===== src/rtl/ogege_pixel_pkg.sv =====
// Shared pixel-pipeline definitions: default geometry, channel indices and the
// alpha-to-weight mapping used by the blender.
package ogege_pixel_pkg;

    localparam int DEFAULT_NCH = 3;
    localparam int DEFAULT_CW  = 4;
    localparam int DEFAULT_AW  = 3;

    localparam int CH_R = 0;
    localparam int CH_G = 1;
    localparam int CH_B = 2;

    // Full-scale alpha maps to 2**aw so that an opaque pixel reproduces fg exactly.
    function automatic int unsigned calc_we(input int unsigned alpha, input int unsigned aw);
        int unsigned amax;
        amax = (32'd1 << aw) - 32'd1;
        return (alpha == amax) ? amax + 32'd1 : alpha;
    endfunction

endpackage


===== src/rtl/blend_lane.sv =====
// One colour channel of the blender: S2 weighted products, S3 sum/shift/output.
// BLEND_ROUND_EN selects round-half-up instead of truncation in S3.
module blend_lane
    import ogege_pixel_pkg::*;
#(
    parameter int CW = DEFAULT_CW,
    parameter int AW = DEFAULT_AW
) (
    input  logic          clk_i,
    input  logic          rst_i,
    input  logic          en_i,
    input  logic [CW-1:0] fg_i,
    input  logic [CW-1:0] bg_i,
    input  logic [AW:0]   we_i,
    output logic [CW-1:0] color_o
);

    localparam int PW = CW + AW;
    localparam logic [PW-1:0] FULL_W = PW'(1) << AW;
`ifdef BLEND_ROUND_EN
    localparam logic [PW-1:0] HALF_LSB = PW'(1) << (AW - 1);
`endif

    logic [PW-1:0] prod_fg_q, prod_fg_d;
    logic [PW-1:0] prod_bg_q, prod_bg_d;
    logic [CW-1:0] color_q, color_d;
    logic [PW-1:0] sum;

    always_comb begin
        // NOTE: every _d starts from its _q so a held stage is explicit and no latch is inferred.
        prod_fg_d = prod_fg_q;
        prod_bg_d = prod_bg_q;
        color_d   = color_q;
`ifdef BLEND_ROUND_EN
        sum = prod_fg_q + prod_bg_q + HALF_LSB;
`else
        sum = prod_fg_q + prod_bg_q;
`endif
        if (en_i) begin
            // Products never exceed (2**CW-1)*2**AW, so PW bits hold them exactly.
            prod_fg_d = PW'(fg_i) * PW'(we_i);
            prod_bg_d = PW'(bg_i) * (FULL_W - PW'(we_i));
            color_d   = CW'(sum >> AW);
        end
    end

    always_ff @(posedge clk_i) begin
        // NOTE: state registers use non-blocking assignments so all stages update from pre-edge values.
        if (rst_i) begin
            prod_fg_q <= '0;
            prod_bg_q <= '0;
            color_q   <= '0;
        end else begin
            prod_fg_q <= prod_fg_d;
            prod_bg_q <= prod_bg_d;
            color_q   <= color_d;
        end
    end

    assign color_o = color_q;

endmodule


===== src/rtl/alpha_blend_pipe.sv =====
// Three-stage valid/ready alpha blender with sideband pass-through; one global
// advance stalls every stage together. Optional BLEND_ROUND_EN enables rounding.
module alpha_blend_pipe
    import ogege_pixel_pkg::*;
#(
    parameter int NCH = DEFAULT_NCH,
    parameter int CW  = DEFAULT_CW,
    parameter int AW  = DEFAULT_AW,
    parameter int SBW = 3
) (
    input  logic              clk_i,
    input  logic              rst_i,
    input  logic              in_valid_i,
    output logic              in_ready_o,
    input  logic [NCH*CW-1:0] fg_i,
    input  logic [NCH*CW-1:0] bg_i,
    input  logic [AW-1:0]     alpha_i,
    input  logic [SBW-1:0]    sb_i,
    output logic              out_valid_o,
    input  logic              out_ready_i,
    output logic [NCH*CW-1:0] color_o,
    output logic [SBW-1:0]    sb_o
);

    localparam int DW  = NCH * CW;
    localparam int WEW = AW + 1;

    logic           adv;
    logic           v1_q, v1_d, v2_q, v2_d, v3_q, v3_d;
    logic [DW-1:0]  fg1_q, fg1_d, bg1_q, bg1_d;
    logic [AW:0]    we1_q, we1_d;
    logic [SBW-1:0] sb1_q, sb1_d, sb2_q, sb2_d, sb3_q, sb3_d;

    // The output stage frees up whenever it is empty or being drained.
    assign adv = out_ready_i | ~v3_q;

    always_comb begin
        v1_d  = v1_q;
        v2_d  = v2_q;
        v3_d  = v3_q;
        fg1_d = fg1_q;
        bg1_d = bg1_q;
        we1_d = we1_q;
        sb1_d = sb1_q;
        sb2_d = sb2_q;
        sb3_d = sb3_q;
        if (adv) begin
            v1_d  = in_valid_i;
            v2_d  = v1_q;
            v3_d  = v2_q;
            fg1_d = fg_i;
            bg1_d = bg_i;
            we1_d = WEW'(calc_we(32'(alpha_i), AW));
            sb1_d = sb_i;
            sb2_d = sb1_q;
            sb3_d = sb2_q;
        end
    end

    always_ff @(posedge clk_i) begin
        if (rst_i) begin
            v1_q  <= 1'b0;
            v2_q  <= 1'b0;
            v3_q  <= 1'b0;
            fg1_q <= '0;
            bg1_q <= '0;
            we1_q <= '0;
            sb1_q <= '0;
            sb2_q <= '0;
            sb3_q <= '0;
        end else begin
            v1_q  <= v1_d;
            v2_q  <= v2_d;
            v3_q  <= v3_d;
            fg1_q <= fg1_d;
            bg1_q <= bg1_d;
            we1_q <= we1_d;
            sb1_q <= sb1_d;
            sb2_q <= sb2_d;
            sb3_q <= sb3_d;
        end
    end

    for (genvar ch = 0; ch < NCH; ch++) begin : g_lane
        blend_lane #(
            .CW(CW),
            .AW(AW)
        ) u_lane (
            .clk_i   (clk_i),
            .rst_i   (rst_i),
            .en_i    (adv),
            .fg_i    (fg1_q[ch*CW +: CW]),
            .bg_i    (bg1_q[ch*CW +: CW]),
            .we_i    (we1_q),
            .color_o (color_o[ch*CW +: CW])
        );
    end

    assign in_ready_o  = adv;
    assign out_valid_o = v3_q;
    assign sb_o        = sb3_q;

endmodule


===== config.mk =====
export PLATFORM = sky130hd
export DESIGN_NAME = alpha_blend_pipe
export DESIGN_NICKNAME = d
export VERILOG_FILES = /design/src/rtl/ogege_pixel_pkg.sv /design/src/rtl/blend_lane.sv /design/src/rtl/alpha_blend_pipe.sv
export SDC_FILE = /design/constraint.sdc
export NUM_CORES = 1
export LEC_CHECK = 0
export ABC_AREA = 1
export BUFFER_PORTS_ARGS = -buffer_cell sky130_fd_sc_hd__buf_4
export CORE_AREA = 5 5 162 118
export DETAILED_ROUTE_END_ITERATION = 7
export DIE_AREA = 0 0 167 123
export PLACE_DENSITY = 0.55
export REMOVE_ABC_BUFFERS = 1
export SETUP_SLACK_MARGIN = 0.05
export SKIP_CTS_REPAIR_TIMING = 1
export SYNTH_ARGS = -nofsm -noshare
export SYNTH_HDL_FRONTEND = slang
export SYNTH_SLANG_ARGS = --single-unit

===== constraint.sdc =====
create_clock -name clk_i -period 6.3 [get_ports clk_i]
set_input_delay 1.26 -clock clk_i [delete_from_list [all_inputs] [get_ports clk_i]]
set_output_delay 1.26 -clock clk_i [all_outputs]
set_load 0.01 [all_outputs]

==> summary.md <==
| Metric | Value |
|---|---|
| Status | `finished, final reports clean` |
| Final worst-path cycle share | `0.6248` |
| Final ANT Viol Nets | `0` |
| Final cell count without fillers | `1216` |
| Die area | `0.02054 mm2` |
| Drt wl/cell | `12.47 um` |
| Vias in the first global route | `5309` |
| Crit path max-delay cell type | `fa_1` |
| Net Sw Power | `0.4668 mW` |
| Clk Latency, worst-skew pair | `0.35 ns` |
| Sw Share | `0.2946` |
| Initial core utilization | `0.3885` |
| Synth area leaders | `dfxtp_1 (28%), ha_1 (12%), fa_1 (9.7%)` |
| Pint | `1.118 mW` |
| First-pass GRT wire length | `26030 um` |
| Reg area | `0.001882 mm2` |
| Post-Synthesis Cell Area | `0.006797 mm2` |
| Yosys cell types | `30` |
| Clock root cell | `clkbuf_16` |
| Most common cell after layout, fill and taps aside | `nand2_1` |
| Drt total wl | `15160 um` |
| Pin count of the biggest net entering global routing | `73` |
| Drt via density | `4.655` |
| Main synth FF type | `dfxtp_1` |
| Arrival @ worst endpoint | `4.18 ns` |
| Area of the multi-input gates | `0.004103 mm2` |
| Core ar. | `0.01749 mm2` |
| Post-synthesis cell count | `944` |
| TritonCTS buffer count | `9` |
| Fillers | `1789` |
| Critical-path cell list | `buf_4, inv_1, ha_1, xnor2_1, clkinv_1, nor2_1, fa_1, inv_1, fa_1, inv_1, ha_1, nand3_1, nand3_1, nand2_1, nand2_1, nand2_1, nand2_1, nand2_1, nand3_1, nand2_1, inv_1` |
| P_leak | `4.399 nW` |
| Htree depth | `3` |
| Worst Tran Pin Value | `0.7269 ns` |
| CTS tree | `yes` |
| Gate power share | `0.200` |
| Slew Viols, Final | `0` |
| Max Cap Viol | `0` |
| RSZ-0062 raised after global routing | `false` |
| Max Freq | `254.0 MHz` |
| Crit path launch type | `register` |
| Most used cell along the critical path | `nand2_1` |
| Die width | `167 um` |
| Clk buf depth | `2` |
| Min Tclk post-route | `3.937 ns` |
| Clock transition at the registers of the reported paths | `0.06 ns` |
| Share of layout cells above drive strength 1 | `0.09694` |
| Most frequent cells in the layout | `nand2_1 (172), inv_1 (164), nor2_1 (113), dfxtp_1 (94), o21ai_0 (80)` |
| CP Capture Type | `register` |
| Final HPWL DP | `10940 um` |
| Skew final | `0.008263 ns` |
| Via count | `5660` |
| Residual DRC count | `0` |
| Worst path required time | `6.55 ns` |
| Finish-stage setup viols | `0` |
| Power per cell area | `206.6 mW/mm2` |
| Async SR Flop Fraction | `0` |
| Flop pwr share | `0.429` |
| Iteration-0 DRC Markers | `339` |
| Clk network pwr share | `0.371` |
| Post-route setup TNS | `0 ns` |
| Synth warnings | `0` |
| Slew HR | `0.5154` |
| Synth Area per Inst | `7.200 um2` |
| Top-area cell type share of the netlist area | `0.2769` |
| Total Nets Final | `1110` |
| Remaining global-route overflow | `0` |
| Yosys reg bits | `94` |
| Slowest Stage Delay on Critical Path | `0.44 ns` |
| Num rows | `41` |
| Area Growth Syn to Fin | `12.85%` |
| Sequential element share of the synthesized area | `0.2769` |
| N_diodes | `0` |
| EDFF count, synth | `0` |
| Final Hold Viols | `0` |
| CTS Sinks | `94` |
| Critical path fanouts, max | `15` |
| CP Class | `reg -> reg` |
| Port Buffers | `50` |
| Area leader, netlist | `dfxtp_1` |
| VDD IR max | `130.5 uV` |
| Hold WC Path Type | `reg -> reg` |
| # placed instances | `1201` |
| Initial DRT Pass Iterations | `4` |
| I/O pins | `51` |
| Initial antenna violation count | `0` |
| Worst hold margin | `0.4547 ns` |
| GPL Wtd Cong | `0.8111` |
| Crit path max-delay family | `adder cells` |
| All-Layer GR Usage | `0.1536` |
| Die Y-Extent | `123 um` |
| Crit path buf inv count | `6` |
==> power by group through the flow <==
stage / Combinational [mW] / Clock (mW) / Sequential, mW
final: 0.316 / 0.588 / 0.680
after global routing: 0.373 / 0.637 / 0.686
after CTS: 0.322 / 0.614 / 0.680
after detailed placement: 0.320 / 0 / 0.693
after global placement: 0.318 / 0 / 0.693
after floorplan: 0.217 / 0 / 0.691
==> per-stage QoR <==
stage / power, mW / utilization / worst slack, ns / cell area, um2
2_1_floorplan: 0.9083 / - / -0.3004 / 6611
3_3_place_gp: 1.010 / 0.4206 / 2.360 / 7358
3_5_place_dp: 1.013 / 0.4206 / 2.316 / 7358
4_1_cts: 1.616 / 0.4385 / 2.295 / 7670
5_1_grt: 1.696 / 0.4385 / 1.865 / 7670
6_report: 1.585 / 0.4385 / 2.363 / 7670
==> Yosys cell counts (12+ instances only) <==
library cell  number
xnor2_1           12
fa_1              33
dfxtp_1           94
nand4_1           16
nor2_1           114
a21oi_1           47
inv_1            166
ha_1              67
nand2_1          172
nand3_1           43
o21ai_0           80
clkbuf_1          26
==> per-layer routing <==
| metal | vias to the layer above | wire length (um) | track usage |
|---|---|---|---|
| met5 | - | 0 | 0 |
| met4 | 0 | 212 | 0.04088 |
| met3 | 16 | 642 | 0.03260 |
| met2 | 75 | 6069 | 0.2267 |
| met1 | 2524 | 8233 | 0.2274 |
| li1 | 3045 | - | - |
==> flip-flops by register name, indices dropped and copies added (netlist names) <==
signal and count:
we1_q 4, g_lane.u_lane.prod_bg_q 21, fg1_q 12, g_lane.u_lane.color_o 12, v2_q 1, sb2_q 3
bg1_q 12, sb_o 3, g_lane.u_lane.prod_fg_q 21, v1_q 1, sb1_q 3, out_valid_o 1
==> cell type report <==
type | count | area share
clock buffers | 9 | 0.02936
well taps | 236 | 0.03850
multi-input cells | 643 | 0.5349
inverters | 169 | 0.08287
repair buffers | 59 | 0.05775
flip-flops and latches | 94 | 0.2453
clock inverters | 6 | 0.01126
==> worst min-delay path: stages (launching register included) <==
cell and delay, ns:
dfxtp_1 0.30, inv_1 0.06, a21oi_1 0.05
==> worst paths after layout <==
check	startpoint	end	slack (ns)	cells after the start
hold reg to reg	v2_q	v2_q	0.45	2
setup / recovery	we1_q[1]	g_lane[0].u_lane.prod_bg_q[6]	2.36	21
setup reg to reg	we1_q[1]	g_lane[0].u_lane.prod_bg_q[6]	2.36	21
hold / removal	v2_q	v2_q	0.45	2
==> cells by family (layout without fill, tap and decap cells) <==
group | count (synthesis) | after routing | synth area share
buf+inv | 207 | 243 | 0.1206
xor+xnor | 22 | 22 | 0.02946
flops | 94 | 94 | 0.2769
simple gates | 358 | 358 | 0.2194
fa+ha+maj | 100 | 100 | 0.2205
compound gates | 163 | 163 | 0.1331
Power figures use the tool's default switching activity.
